===== src/rtl/dmem_arbiter_pkg.sv =====
// dmem_arb_pkg: funct3 encodings and read-owner state shared by the data-RAM arbiter
package dmem_arb_pkg;
  localparam logic [2:0] F3_LB  = 3'b000;
  localparam logic [2:0] F3_LH  = 3'b001;
  localparam logic [2:0] F3_LW  = 3'b010;
  localparam logic [2:0] F3_LBU = 3'b100;
  localparam logic [2:0] F3_LHU = 3'b101;
  localparam logic [2:0] F3_SB  = 3'b000;
  localparam logic [2:0] F3_SH  = 3'b001;
  localparam logic [2:0] F3_SW  = 3'b010;
  typedef enum logic [1:0] {OWN_NONE, OWN_CPU, OWN_DMA} owner_e;
endpackage


===== src/rtl/dmem_arbiter_if.sv =====
// dmem_arbiter_if: CPU, DMA and RAM-port signals of the data-RAM arbiter (slave = arbiter side)
interface dmem_arbiter_if #(parameter int ADDR_W = 10);
  logic              cpu_req;
  logic              cpu_we;
  logic [31:0]       cpu_addr;
  logic [31:0]       cpu_wdata;
  logic [2:0]        cpu_funct3;
  logic              cpu_stall;
  logic              cpu_misalign;
  logic [31:0]       cpu_rdata;
  logic              cpu_rvalid;
  logic              dma_req;
  logic              dma_we;
  logic [ADDR_W-1:0] dma_addr;
  logic [31:0]       dma_wdata;
  logic              dma_gnt;
  logic [31:0]       dma_rdata;
  logic              dma_rvalid;
  logic              ram_en;
  logic [3:0]        ram_we;
  logic [ADDR_W-1:0] ram_addr;
  logic [31:0]       ram_wdata;
  logic [31:0]       ram_rdata;
  modport slave (
    input  cpu_req, cpu_we, cpu_addr, cpu_wdata, cpu_funct3,
    output cpu_stall, cpu_misalign, cpu_rdata, cpu_rvalid,
    input  dma_req, dma_we, dma_addr, dma_wdata,
    output dma_gnt, dma_rdata, dma_rvalid,
    output ram_en, ram_we, ram_addr, ram_wdata,
    input  ram_rdata
  );
  modport master (
    output cpu_req, cpu_we, cpu_addr, cpu_wdata, cpu_funct3,
    input  cpu_stall, cpu_misalign, cpu_rdata, cpu_rvalid,
    output dma_req, dma_we, dma_addr, dma_wdata,
    input  dma_gnt, dma_rdata, dma_rvalid,
    input  ram_en, ram_we, ram_addr, ram_wdata,
    output ram_rdata
  );
endinterface


===== src/rtl/dmem_lane_align.sv =====
// dmem_lane_align: store strobes/replication, misalign detect and load byte/half extraction with extension
module dmem_lane_align
  import dmem_arb_pkg::*;
(
  input  logic [2:0]  funct3,
  input  logic [1:0]  off,
  input  logic [31:0] wdata,
  input  logic [2:0]  ld_funct3,
  input  logic [1:0]  ld_off,
  input  logic [31:0] rdata,
  output logic [3:0]  we_mask,
  output logic [31:0] wdata_rep,
  output logic        misalign,
  output logic [31:0] rdata_ext
);
  logic is_b, is_h;
  logic [7:0]  b;
  logic [15:0] h;
  // access size from funct3 drives lane strobes, replicated data and alignment check
  always_comb begin
    is_b      = funct3 == F3_SB || funct3 == F3_LBU;
    is_h      = funct3 == F3_SH || funct3 == F3_LHU;
    we_mask   = is_b ? 4'b0001 << off : is_h ? 4'b0011 << {off[1], 1'b0} : 4'b1111;
    wdata_rep = is_b ? {4{wdata[7:0]}} : is_h ? {2{wdata[15:0]}} : wdata;
    misalign  = is_h ? off[0] : !is_b && off != 2'b00;
  end
  // pick the addressed lane of the returned word and extend per the captured load type
  always_comb begin
    b         = rdata[{ld_off, 3'b000} +: 8];
    h         = rdata[{ld_off[1], 4'b0000} +: 16];
    rdata_ext = ld_funct3 == F3_LB  ? {{24{b[7]}}, b} :
                ld_funct3 == F3_LBU ? {24'b0, b} :
                ld_funct3 == F3_LH  ? {{16{h[15]}}, h} :
                ld_funct3 == F3_LHU ? {16'b0, h} : rdata;
  end
endmodule


===== src/rtl/dmem_arbiter.sv =====
// dmem_arbiter: single-port data-RAM arbiter (CPU priority, DMA secondary); DMEM_ARB_STARVE_GUARD_EN adds DMA starvation guard
module dmem_arbiter
  import dmem_arb_pkg::*;
#(
  parameter int ADDR_W     = 10,
  parameter int STARVE_MAX = 8
) (
  input logic          clk,
  input logic          reset,
  dmem_arbiter_if.slave bus
);
  owner_e      own, own_nx;
  logic [2:0]  ld_f3;
  logic [1:0]  ld_off;
  logic [3:0]  we_mask;
  logic [31:0] wdata_rep, rdata_ext;
  logic        misalign, cpu_ok, cpu_gnt, dma_gnt, force_dma;
  logic        unused_addr;
  dmem_lane_align u_lane (
    .funct3    (bus.cpu_funct3),
    .off       (bus.cpu_addr[1:0]),
    .wdata     (bus.cpu_wdata),
    .ld_funct3 (ld_f3),
    .ld_off    (ld_off),
    .rdata     (bus.ram_rdata),
    .we_mask   (we_mask),
    .wdata_rep (wdata_rep),
    .misalign  (misalign),
    .rdata_ext (rdata_ext)
  );
  assign cpu_ok      = bus.cpu_req & ~misalign;
  assign unused_addr = |bus.cpu_addr[31:ADDR_W+2];
`ifdef DMEM_ARB_STARVE_GUARD_EN
  localparam int CW = $clog2(STARVE_MAX + 1);
  logic [CW-1:0] starve;
  assign force_dma = cpu_ok & bus.dma_req & (starve == CW'(STARVE_MAX));
  // count cycles a pending DMA request loses to the CPU; any grant or idle DMA clears it
  always_ff @(posedge clk or posedge reset)
    if (reset) starve <= '0;
    else if (dma_gnt | ~bus.dma_req) starve <= '0;
    else starve <= starve + CW'(1);
`else
  logic unused_starve;
  assign force_dma     = 1'b0;
  assign unused_starve = |STARVE_MAX;
`endif
  // grant the single RAM slot and steer address, strobes and data from the winner
  always_comb begin
    cpu_gnt          = cpu_ok & ~force_dma;
    dma_gnt          = bus.dma_req & ~cpu_gnt;
    bus.dma_gnt      = dma_gnt;
    bus.cpu_stall    = force_dma;
    bus.cpu_misalign = bus.cpu_req & misalign;
    bus.ram_en       = cpu_gnt | dma_gnt;
    bus.ram_we       = cpu_gnt ? (bus.cpu_we ? we_mask : 4'b0000) : (dma_gnt & bus.dma_we) ? 4'b1111 : 4'b0000;
    bus.ram_addr     = cpu_gnt ? bus.cpu_addr[ADDR_W+1:2] : dma_gnt ? bus.dma_addr : '0;
    bus.ram_wdata    = cpu_gnt ? wdata_rep : bus.dma_wdata;
  end
  // owner of the in-flight read plus the CPU load type/offset needed to extract it next cycle
  always_ff @(posedge clk or posedge reset)
    if (reset) begin
      own    <= OWN_NONE;
      ld_f3  <= '0;
      ld_off <= '0;
    end else begin
      own <= own_nx;
      if (own_nx == OWN_CPU) begin
        ld_f3  <= bus.cpu_funct3;
        ld_off <= bus.cpu_addr[1:0];
      end
    end
  // whoever received a read grant this cycle owns next cycle's RAM data
  always_comb own_nx = (cpu_gnt & ~bus.cpu_we) ? OWN_CPU : (dma_gnt & ~bus.dma_we) ? OWN_DMA : OWN_NONE;
  // route returned data to its owner as a one-cycle valid pulse
  always_comb begin
    bus.cpu_rvalid = own == OWN_CPU;
    bus.dma_rvalid = own == OWN_DMA;
    bus.cpu_rdata  = rdata_ext;
    bus.dma_rdata  = bus.ram_rdata;
  end
endmodule

===== src/flat_wrapper.sv =====
// flat-port wrapper written by rule: the top's interface ports become plain ports
module dmem_arbiter_flat import dmem_arb_pkg::*;
#(
  parameter int ADDR_W     = 10,
  parameter int STARVE_MAX = 8
)
  (clk, reset, bus_cpu_req, bus_cpu_we, bus_cpu_addr, bus_cpu_wdata, bus_cpu_funct3, bus_cpu_stall, bus_cpu_misalign, bus_cpu_rdata, bus_cpu_rvalid, bus_dma_req, bus_dma_we, bus_dma_addr, bus_dma_wdata, bus_dma_gnt, bus_dma_rdata, bus_dma_rvalid, bus_ram_en, bus_ram_we, bus_ram_addr, bus_ram_wdata, bus_ram_rdata);
  dmem_arbiter_if #(.ADDR_W(ADDR_W)) bus_i ();
  input logic clk;
  input logic reset;
  input wire logic [$bits(bus_i.cpu_req)-1:0] bus_cpu_req;
  input wire logic [$bits(bus_i.cpu_we)-1:0] bus_cpu_we;
  input wire logic [$bits(bus_i.cpu_addr)-1:0] bus_cpu_addr;
  input wire logic [$bits(bus_i.cpu_wdata)-1:0] bus_cpu_wdata;
  input wire logic [$bits(bus_i.cpu_funct3)-1:0] bus_cpu_funct3;
  output wire logic [$bits(bus_i.cpu_stall)-1:0] bus_cpu_stall;
  output wire logic [$bits(bus_i.cpu_misalign)-1:0] bus_cpu_misalign;
  output wire logic [$bits(bus_i.cpu_rdata)-1:0] bus_cpu_rdata;
  output wire logic [$bits(bus_i.cpu_rvalid)-1:0] bus_cpu_rvalid;
  input wire logic [$bits(bus_i.dma_req)-1:0] bus_dma_req;
  input wire logic [$bits(bus_i.dma_we)-1:0] bus_dma_we;
  input wire logic [$bits(bus_i.dma_addr)-1:0] bus_dma_addr;
  input wire logic [$bits(bus_i.dma_wdata)-1:0] bus_dma_wdata;
  output wire logic [$bits(bus_i.dma_gnt)-1:0] bus_dma_gnt;
  output wire logic [$bits(bus_i.dma_rdata)-1:0] bus_dma_rdata;
  output wire logic [$bits(bus_i.dma_rvalid)-1:0] bus_dma_rvalid;
  output wire logic [$bits(bus_i.ram_en)-1:0] bus_ram_en;
  output wire logic [$bits(bus_i.ram_we)-1:0] bus_ram_we;
  output wire logic [$bits(bus_i.ram_addr)-1:0] bus_ram_addr;
  output wire logic [$bits(bus_i.ram_wdata)-1:0] bus_ram_wdata;
  input wire logic [$bits(bus_i.ram_rdata)-1:0] bus_ram_rdata;
  assign bus_i.cpu_req = bus_cpu_req;
  assign bus_i.cpu_we = bus_cpu_we;
  assign bus_i.cpu_addr = bus_cpu_addr;
  assign bus_i.cpu_wdata = bus_cpu_wdata;
  assign bus_i.cpu_funct3 = bus_cpu_funct3;
  assign bus_cpu_stall = bus_i.cpu_stall;
  assign bus_cpu_misalign = bus_i.cpu_misalign;
  assign bus_cpu_rdata = bus_i.cpu_rdata;
  assign bus_cpu_rvalid = bus_i.cpu_rvalid;
  assign bus_i.dma_req = bus_dma_req;
  assign bus_i.dma_we = bus_dma_we;
  assign bus_i.dma_addr = bus_dma_addr;
  assign bus_i.dma_wdata = bus_dma_wdata;
  assign bus_dma_gnt = bus_i.dma_gnt;
  assign bus_dma_rdata = bus_i.dma_rdata;
  assign bus_dma_rvalid = bus_i.dma_rvalid;
  assign bus_ram_en = bus_i.ram_en;
  assign bus_ram_we = bus_i.ram_we;
  assign bus_ram_addr = bus_i.ram_addr;
  assign bus_ram_wdata = bus_i.ram_wdata;
  assign bus_i.ram_rdata = bus_ram_rdata;
  dmem_arbiter #(.ADDR_W(ADDR_W), .STARVE_MAX(STARVE_MAX)) u_core (.clk(clk), .reset(reset), .bus(bus_i));
endmodule

===== config.mk =====
export PLATFORM = sky130hd
export DESIGN_NAME = dmem_arbiter_flat
export DESIGN_NICKNAME = d
export VERILOG_FILES = /design/src/rtl/dmem_arbiter_pkg.sv /design/src/rtl/dmem_arbiter_if.sv /design/src/rtl/dmem_lane_align.sv /design/src/rtl/dmem_arbiter.sv /design/src/flat_wrapper.sv
export SDC_FILE = /design/constraint.sdc
export NUM_CORES = 1
export LEC_CHECK = 0
export ABC_AREA = 1
export CORE_MARGIN = 2
export CORE_UTILIZATION = 28
export CTS_BUF_LIST = sky130_fd_sc_hd__clkbuf_8 sky130_fd_sc_hd__clkbuf_16
export CTS_CLUSTER_SIZE = 30
export DETAILED_ROUTE_END_ITERATION = 10
export PLACE_DENSITY = 0.84
export SYNTH_ARGS = -nofsm -noshare
export SYNTH_HDL_FRONTEND = slang
export SYNTH_HIERARCHICAL = 1
export SYNTH_SLANG_ARGS = --single-unit

===== constraint.sdc =====
create_clock -name clk -period 1.3 [get_ports clk]
set_input_delay 0.13 -clock clk [delete_from_list [all_inputs] [get_ports clk]]
set_output_delay 0.13 -clock clk [all_outputs]
set_load 0.02 [all_outputs]

### Yosys cells after proc, flatten, opt, wreduce, memory -nomap -nowiden

Index checks and enable logic that the tools add are counted.

* register bits after elaboration: 7
* input port bits: 147
* output and inout bits: 116
* word-level logic and storage cells: 51

* equality and inequality tests: 9
* shifts and indexed selects: 4
* muxes and demuxes: 17
* bitwise gates (word level): 11
* reduce and logical (&&, ||, !) cells: 7

Operators with widths (count)
* 32-bit 2-to-1 mux: 7
* 32-bit by 6-bit indexed part select with 16-bit output: 1
* 32-bit by 6-bit indexed part select with 8-bit output: 1
* 10-bit 2-to-1 mux: 2
* 4-bit 2-to-1 mux: 5
* 3-bit == test, second input constant: 4
* 1-bit bitwise AND: 6
* 3-bit by 1-bit == test with 1-bit output, second input constant: 2
* 3-bit logical NOT: 2
* 2-bit by 1-bit == test with 1-bit output, second input constant: 2
* 2-bit 2-to-1 mux: 2
* 1-bit NOT: 4
* 1-bit by 2-bit << shifter with 4-bit output, first input constant: 1
* 2-bit by 2-bit << shifter with 4-bit output, first input constant: 1
* 2-bit == test, second input constant: 1
* 1-bit logical OR: 2
* 2-bit nonzero test: 1
* 1-bit logical AND: 1
* 1-bit logical NOT: 1
* 1-bit 2-to-1 mux: 1
* 1-bit OR: 1

### Depth between registers and ports, before layout

* word-level depth: 13
* gate-level depth with buffers: 8
* gate-level depth less buffers: 7

### By module

The synthesis kept the hierarchy.

By module, submodules not included
* dmem_lane_align: times used 1, cells an instance 355, area an instance 1590.3 sq um, seq. area each 0.0 sq um
* dmem_arbiter: times used 1, cells an instance 220, area an instance 1197.4 sq um, seq. area each 175.2 sq um

### Least setup slack after synthesis

OpenSTA, ideal clock, no wires.

* kind: input-to-output
* start point: in bus_cpu_funct3[1]
* end point: out bus_ram_addr[2]
* data arrival time: 1.391 ns
* data required time: 1.170 ns
* slack: -0.221 ns
* cell stages on the path: 8
* buffers on the path: 2
* cell sequence: clkbuf_1 > nor2_2 > a21oi_1 > inv_1 > nand2_2 > buf_4 > nand3_1 > nand2_1

* cells in the longest elaborated chain, start to end: 11
* elaborated cells between the ends (all ways): 15
* classes of those cells: eq/ne: 3; mux: 3; bitwise: 4; reduce/logical: 5

RTL lines
* from (decl): line flat_wrapper.sv:15 `input wire logic [$bits(bus_i.cpu_funct3)-1:0] bus_cpu_funct3;`
* 3-bit == test / 3-bit logical NOT (equally long branches): line dmem_lane_align.sv:21 `is_b = funct3 == F3_SB || funct3 == F3_LBU;`
* 1-bit logical OR: line dmem_lane_align.sv:21
* 1-bit logical NOT: line dmem_lane_align.sv:25 `misalign = is_h ? off[0] : !is_b && off != 2'b00;`
* 1-bit logical AND: line dmem_lane_align.sv:25
* 1-bit 2-to-1 mux *: line dmem_lane_align.sv:25
* named net u_core.misalign: line dmem_arbiter.sv:17 `logic misalign, cpu_ok, cpu_gnt, dma_gnt, force_dma;`
* 1-bit NOT *: line dmem_arbiter.sv:31 `assign cpu_ok = bus.cpu_req & ~misalign;`
* 1-bit bitwise AND *: line dmem_arbiter.sv:31
* 1-bit NOT: line dmem_arbiter.sv:50 `dma_gnt = bus.dma_req & ~cpu_gnt;`
* 1-bit bitwise AND: line dmem_arbiter.sv:50
* 10-bit 2-to-1 mux: line dmem_arbiter.sv:56 `bus.ram_addr = cpu_gnt ? bus.cpu_addr[ADDR_W+1:2] : dma_gnt ? bus.dma_addr : '0;`
* 10-bit 2-to-1 mux *: line dmem_arbiter.sv:56
* to (decl): line flat_wrapper.sv:29 `output wire logic [$bits(bus_i.ram_addr)-1:0] bus_ram_addr;`

Mark *: on every way through the listed nets, which the timed path passes. The rest lies on a longest branch.

### Final worst setup path

* start point: reg u_core.ld_off[1]
* end point: out bus_cpu_rdata[1]

* cells in the longest elaborated chain, start to end: 5
* elaborated cells between the ends (all ways): 6
* classes of those cells: shift: 2; mux: 4

RTL lines
* from (decl): line dmem_arbiter.sv:14 `logic [1:0] ld_off;`
* from (signal assigned): line dmem_arbiter.sv:69 `ld_off <= bus.cpu_addr[1:0];`
* 32-bit by 6-bit indexed part select with 16-bit output: line dmem_lane_align.sv:30 `h = rdata[{ld_off[1], 4'b0000} +: 16];`
* 32-bit 2-to-1 mux: line dmem_lane_align.sv:34 `ld_funct3 == F3_LHU ? {16'b0, h} : rdata;`
* 32-bit 2-to-1 mux: line dmem_lane_align.sv:33 `ld_funct3 == F3_LH ? {{16{h[15]}}, h} :`
* 32-bit 2-to-1 mux: line dmem_lane_align.sv:32 `ld_funct3 == F3_LBU ? {24'b0, b} :`
* 32-bit 2-to-1 mux *: line dmem_lane_align.sv:31 `rdata_ext = ld_funct3 == F3_LB ? {{24{b[7]}}, b} :`
* to (decl): line flat_wrapper.sv:18 `output wire logic [$bits(bus_i.cpu_rdata)-1:0] bus_cpu_rdata;`

Every way passes the cells marked *; elsewhere a longest branch is shown, timed or not.

==> results.txt <==
----------------------------------------------------
[Status]
  Run status ... complete, but fails checks
  Violations in the final reports ... negative setup slack

[Setup path]
  Cell-by-cell trace of the critical path ... inv_4 -> buf_4 -> a21oi_1 -> o21ai_0 -> nand3_1 -> nand2_1 -> buf_2
  Register-to-register path setup slack ... 0.48 ns
  Worst setup path start ... u_core/ld_off[1]$_DFFE_PP0N_
  CP required ... about 1.2 ns
  Kind of start point of the critical path ... flip-flop
  Reg2reg start ... u_core/ld_f3[1]$_DFFE_PP0N_
  Worst r2r dst ... u_core/ld_f3[1]$_DFFE_PP0N_
  Delay of the slowest cell on the worst path ... 0.48 ns
  Maximum fanout along the worst path ... 7
  Worst Path Buf+Inv ... 3
  Cells on worst reg2reg path ... 3
  Startpoint-to-endpoint class of the critical path ... reg -> out
  Critical Path AT ... 1.57 ns
  CP max stage cell ... sky130_fd_sc_hd__dfrtp_2
  Worst setup EP type ... output port
  Family with the most delay on the worst path ... flip-flops

[Synth]
  Number of instances in the synthesized netlist ... about 580
  Sequential element share of the synthesized area ... 0.0628
  Mean area per synthesized cell ... approximately 4.8 um^2
  Synth Warn # ... 6
  #FFs+latches synth ... 7
  Post-synth cell types ... 23
  Net count after synthesis ... roughly 720
  Post-synthesis instance area ... around 2800 um^2

[Routing]
  Remaining antenna violation count ... 0
  Total length of routed wires ... between 15 and 20 mm
  Vias per Instance ... 5.34
  Avg WL per Cell ... 19.5 um
  First-pass iteration count of the detailed router ... 5
  Total via count in the routed design ... about 5200
  DRC violation total after the first TritonRoute iteration ... between 300 and 400
  DRC Markers ... 0

[GRT]
  Number of global-route vias before repair ... about 4900
  Pin count of the biggest net entering global routing ... 25
  Total global routing overflow ... 0
  Initial antenna violation count ... 0
  First-pass GRT wire length ... between 20 and 25 mm
  Global router's overall resource usage ... 0.269

[STA]
  Unrepaired setup endpoints after global routing ... true
  PnR worst setup slack ... -0.400 ns
  Number of endpoints failing setup at the final stage ... 79
  Highest clock frequency the design can meet ... a little under 0.6 GHz
  Fin Hold WS ... around 0.13 ns
  Final critical delay including setup and external delays ... approximately 1.7 ns
  Final critical-path share of the clock period ... 1.31
  Number of hold violations in the final report ... 0
  Max Clock Skew ... 0 ns
  Number of slew-limit violations in the final report ... 0

[Clocking]
  TritonCTS clock tree ... yes
  Deepest clock path buffer count ... 2
  Master cell of the clock root buffer ... sky130_fd_sc_hd__clkbuf_8
  Number of H-tree branching levels ... 1
  Clk_lat worst skew ... ~0.23 ns
  Number of buffers created by CTS ... 3
  Clock-pin slew on the worst setup and hold paths ... around 0.040 ns
  CTS Hold Buffers Added ... 0
  Number of sinks driven by the clock tree ... 7

[Flow run]
  Number of violations of the max-capacitance limit ... 0

[Layout]
  Net count, final ... roughly 980
  Inserted Diodes ... 0
  Area growth from synthesis to layout ... 149%
  Layout fillers ... around 650
  Ratio of cells with drive above 1 in the final layout ... 0.436

[Floorplan]
  Die extent in y ... between 100 and 150 um
  Die X-Extent ... ~100 um
  Die area ... around 11000 um^2
  Boundary Pins ... 263
  Placeable core region ... 9730 um^2
  Initial Util ... 0.287
  Row cnt ... 36

[Placement]
  Weighted congestion at the end of routability-driven global placement ... 0.930
  Buffers added on ports ... between 200 and 250
  Half-perimeter wire length of the detailed placement result ... approximately 10 mm

[Power and ir drop]
  Leakage dissipation ... roughly 3.8 nW
  Design Power ... slightly below 6 mW
  Total power density per cell area ... roughly 840 nW/um^2
  Peak supply drop ... 0.000412 V

[Min path]
  Worst hold path type ... in -> async

----------------------------------------------------
[per-layer routing]
| metal | GRT usage | share of wire | wire length [um] | vias up |
|---|---|---|---|---|
| met5 | 0 | 0 | 0 | - |
| met4 | 0.149 | 0.077 | 1450 | 0 |
| met3 | 0.0522 | 0.10 | 1890 | 132 |
| met2 | 0.533 | 0.51 | 9700 | 449 |
| met1 | 0.256 | 0.31 | 5890 | 2347 |
| li1 | - | - | - | 2245 |
[stage by stage]
| stage | worst slack (ns) | setup TNS (ns) | utilization | instance area [um^2] | instances |
|---|---|---|---|---|---|
| after CTS | -0.304 | -10.87 | 0.640 | 6230 | 961 |
| after global placement | -0.991 | -70.10 | 0.553 | 5380 | 938 |
| after floorplan | -0.00828 | -0.0420 | - | 2800 | 575 |
| final | -0.400 | -15.13 | 0.713 | 6940 | 968 |
| after detailed placement | -1.02 | -71.94 | 0.553 | 5380 | 938 |
| after global routing | -0.420 | -17.88 | 0.713 | 6940 | 968 |
[placed cells by master, fill, tap and decap left out, drive strengths merged, types with 4 or more instances in the layout]
master	n
clkbuf	9
clkdlybuf4s50	117
o21ai	15
inv	59
nand2	329
nor2	10
dfrtp	7
buf	160
a21oi	4
nand3	71
dlygate4sd2	35
nand4	9
[state kept, by name, indices dropped and copies added, names as in the netlist]
name,cells
u_core/ld_f3,3
u_core/own,2
u_core/ld_off,2
[how the worst max path moves through the flow]
stage / endpoint / slack (ns) / cells after the start
floorplan: bus_cpu_rdata[28] / -0.008 / 6
global placement: bus_ram_wdata[18] / -0.99 / 9
detailed placement: bus_ram_wdata[18] / -1.02 / 9
CTS: bus_cpu_rdata[6] / -0.30 / 9
global route: bus_cpu_rdata[1] / -0.42 / 7
finish: bus_cpu_rdata[1] / -0.40 / 7
[repair_timing]
action                                  in CTS  in global routing
endpoints found under the setup margin     122                 81
pin swaps                                   53                 54
resized for setup                          658                166
gates cloned                                10                  6
hold endpoints to repair                     0                  0
setup buffers                                9                  5
[synth_stat cells (all sizes together)]
| library cell | n | share of area |
|---|---|---|
| nor2 | 10 | 0.024 |
| nor3 | 1 | 0.0018 |
| inv | 60 | 0.082 |
| dfrtp | 7 | 0.063 |
| a21oi | 4 | 0.0072 |
| o21ai | 15 | 0.027 |
| nand4 | 9 | 0.020 |
| o211ai | 2 | 0.0054 |
| clkbuf | 5 | 0.0067 |
| nand3 | 71 | 0.13 |
| buf | 64 | 0.17 |
| conb | 1 | 0.0013 |
| nand2 | 326 | 0.46 |
[area by class of cell]
type / count / area (um^2) / share of cell area
Clock inverter: 1 / 3.75 / 0.000541
Sequential cell: 7 / 179 / 0.0258
Inverter: 60 / 254 / 0.0366
Timing Repair inverter: 1 / 16.3 / 0.00234
Multi-Input combinational cell: 442 / 2850 / 0.411
Clock buffer: 3 / 41.3 / 0.00595
Tap cell: 133 / 166 / 0.0240
Timing Repair Buffer: 321 / 3430 / 0.494
[where the power goes]
group | switching [mW] | internal, mW | total (mW)
clock | 0.0927 | 0.204 | 0.297
sequential | 0.0805 | 0.254 | 0.334
combinational | 2.83 | 2.38 | 5.21
total | 3.00 | 2.84 | 5.84
[cell families after synthesis]
| kind of cell | Yosys count | synth area share |
|---|---|---|
| other | 1 | 0.00135 |
| AND/OR/NAND/NOR | 417 | 0.633 |
| flip-flops | 7 | 0.0628 |
| buffers and inverters | 129 | 0.263 |
| AO/OA/AOI/OAI | 21 | 0.0395 |
(Power assumes the default switching activity.)
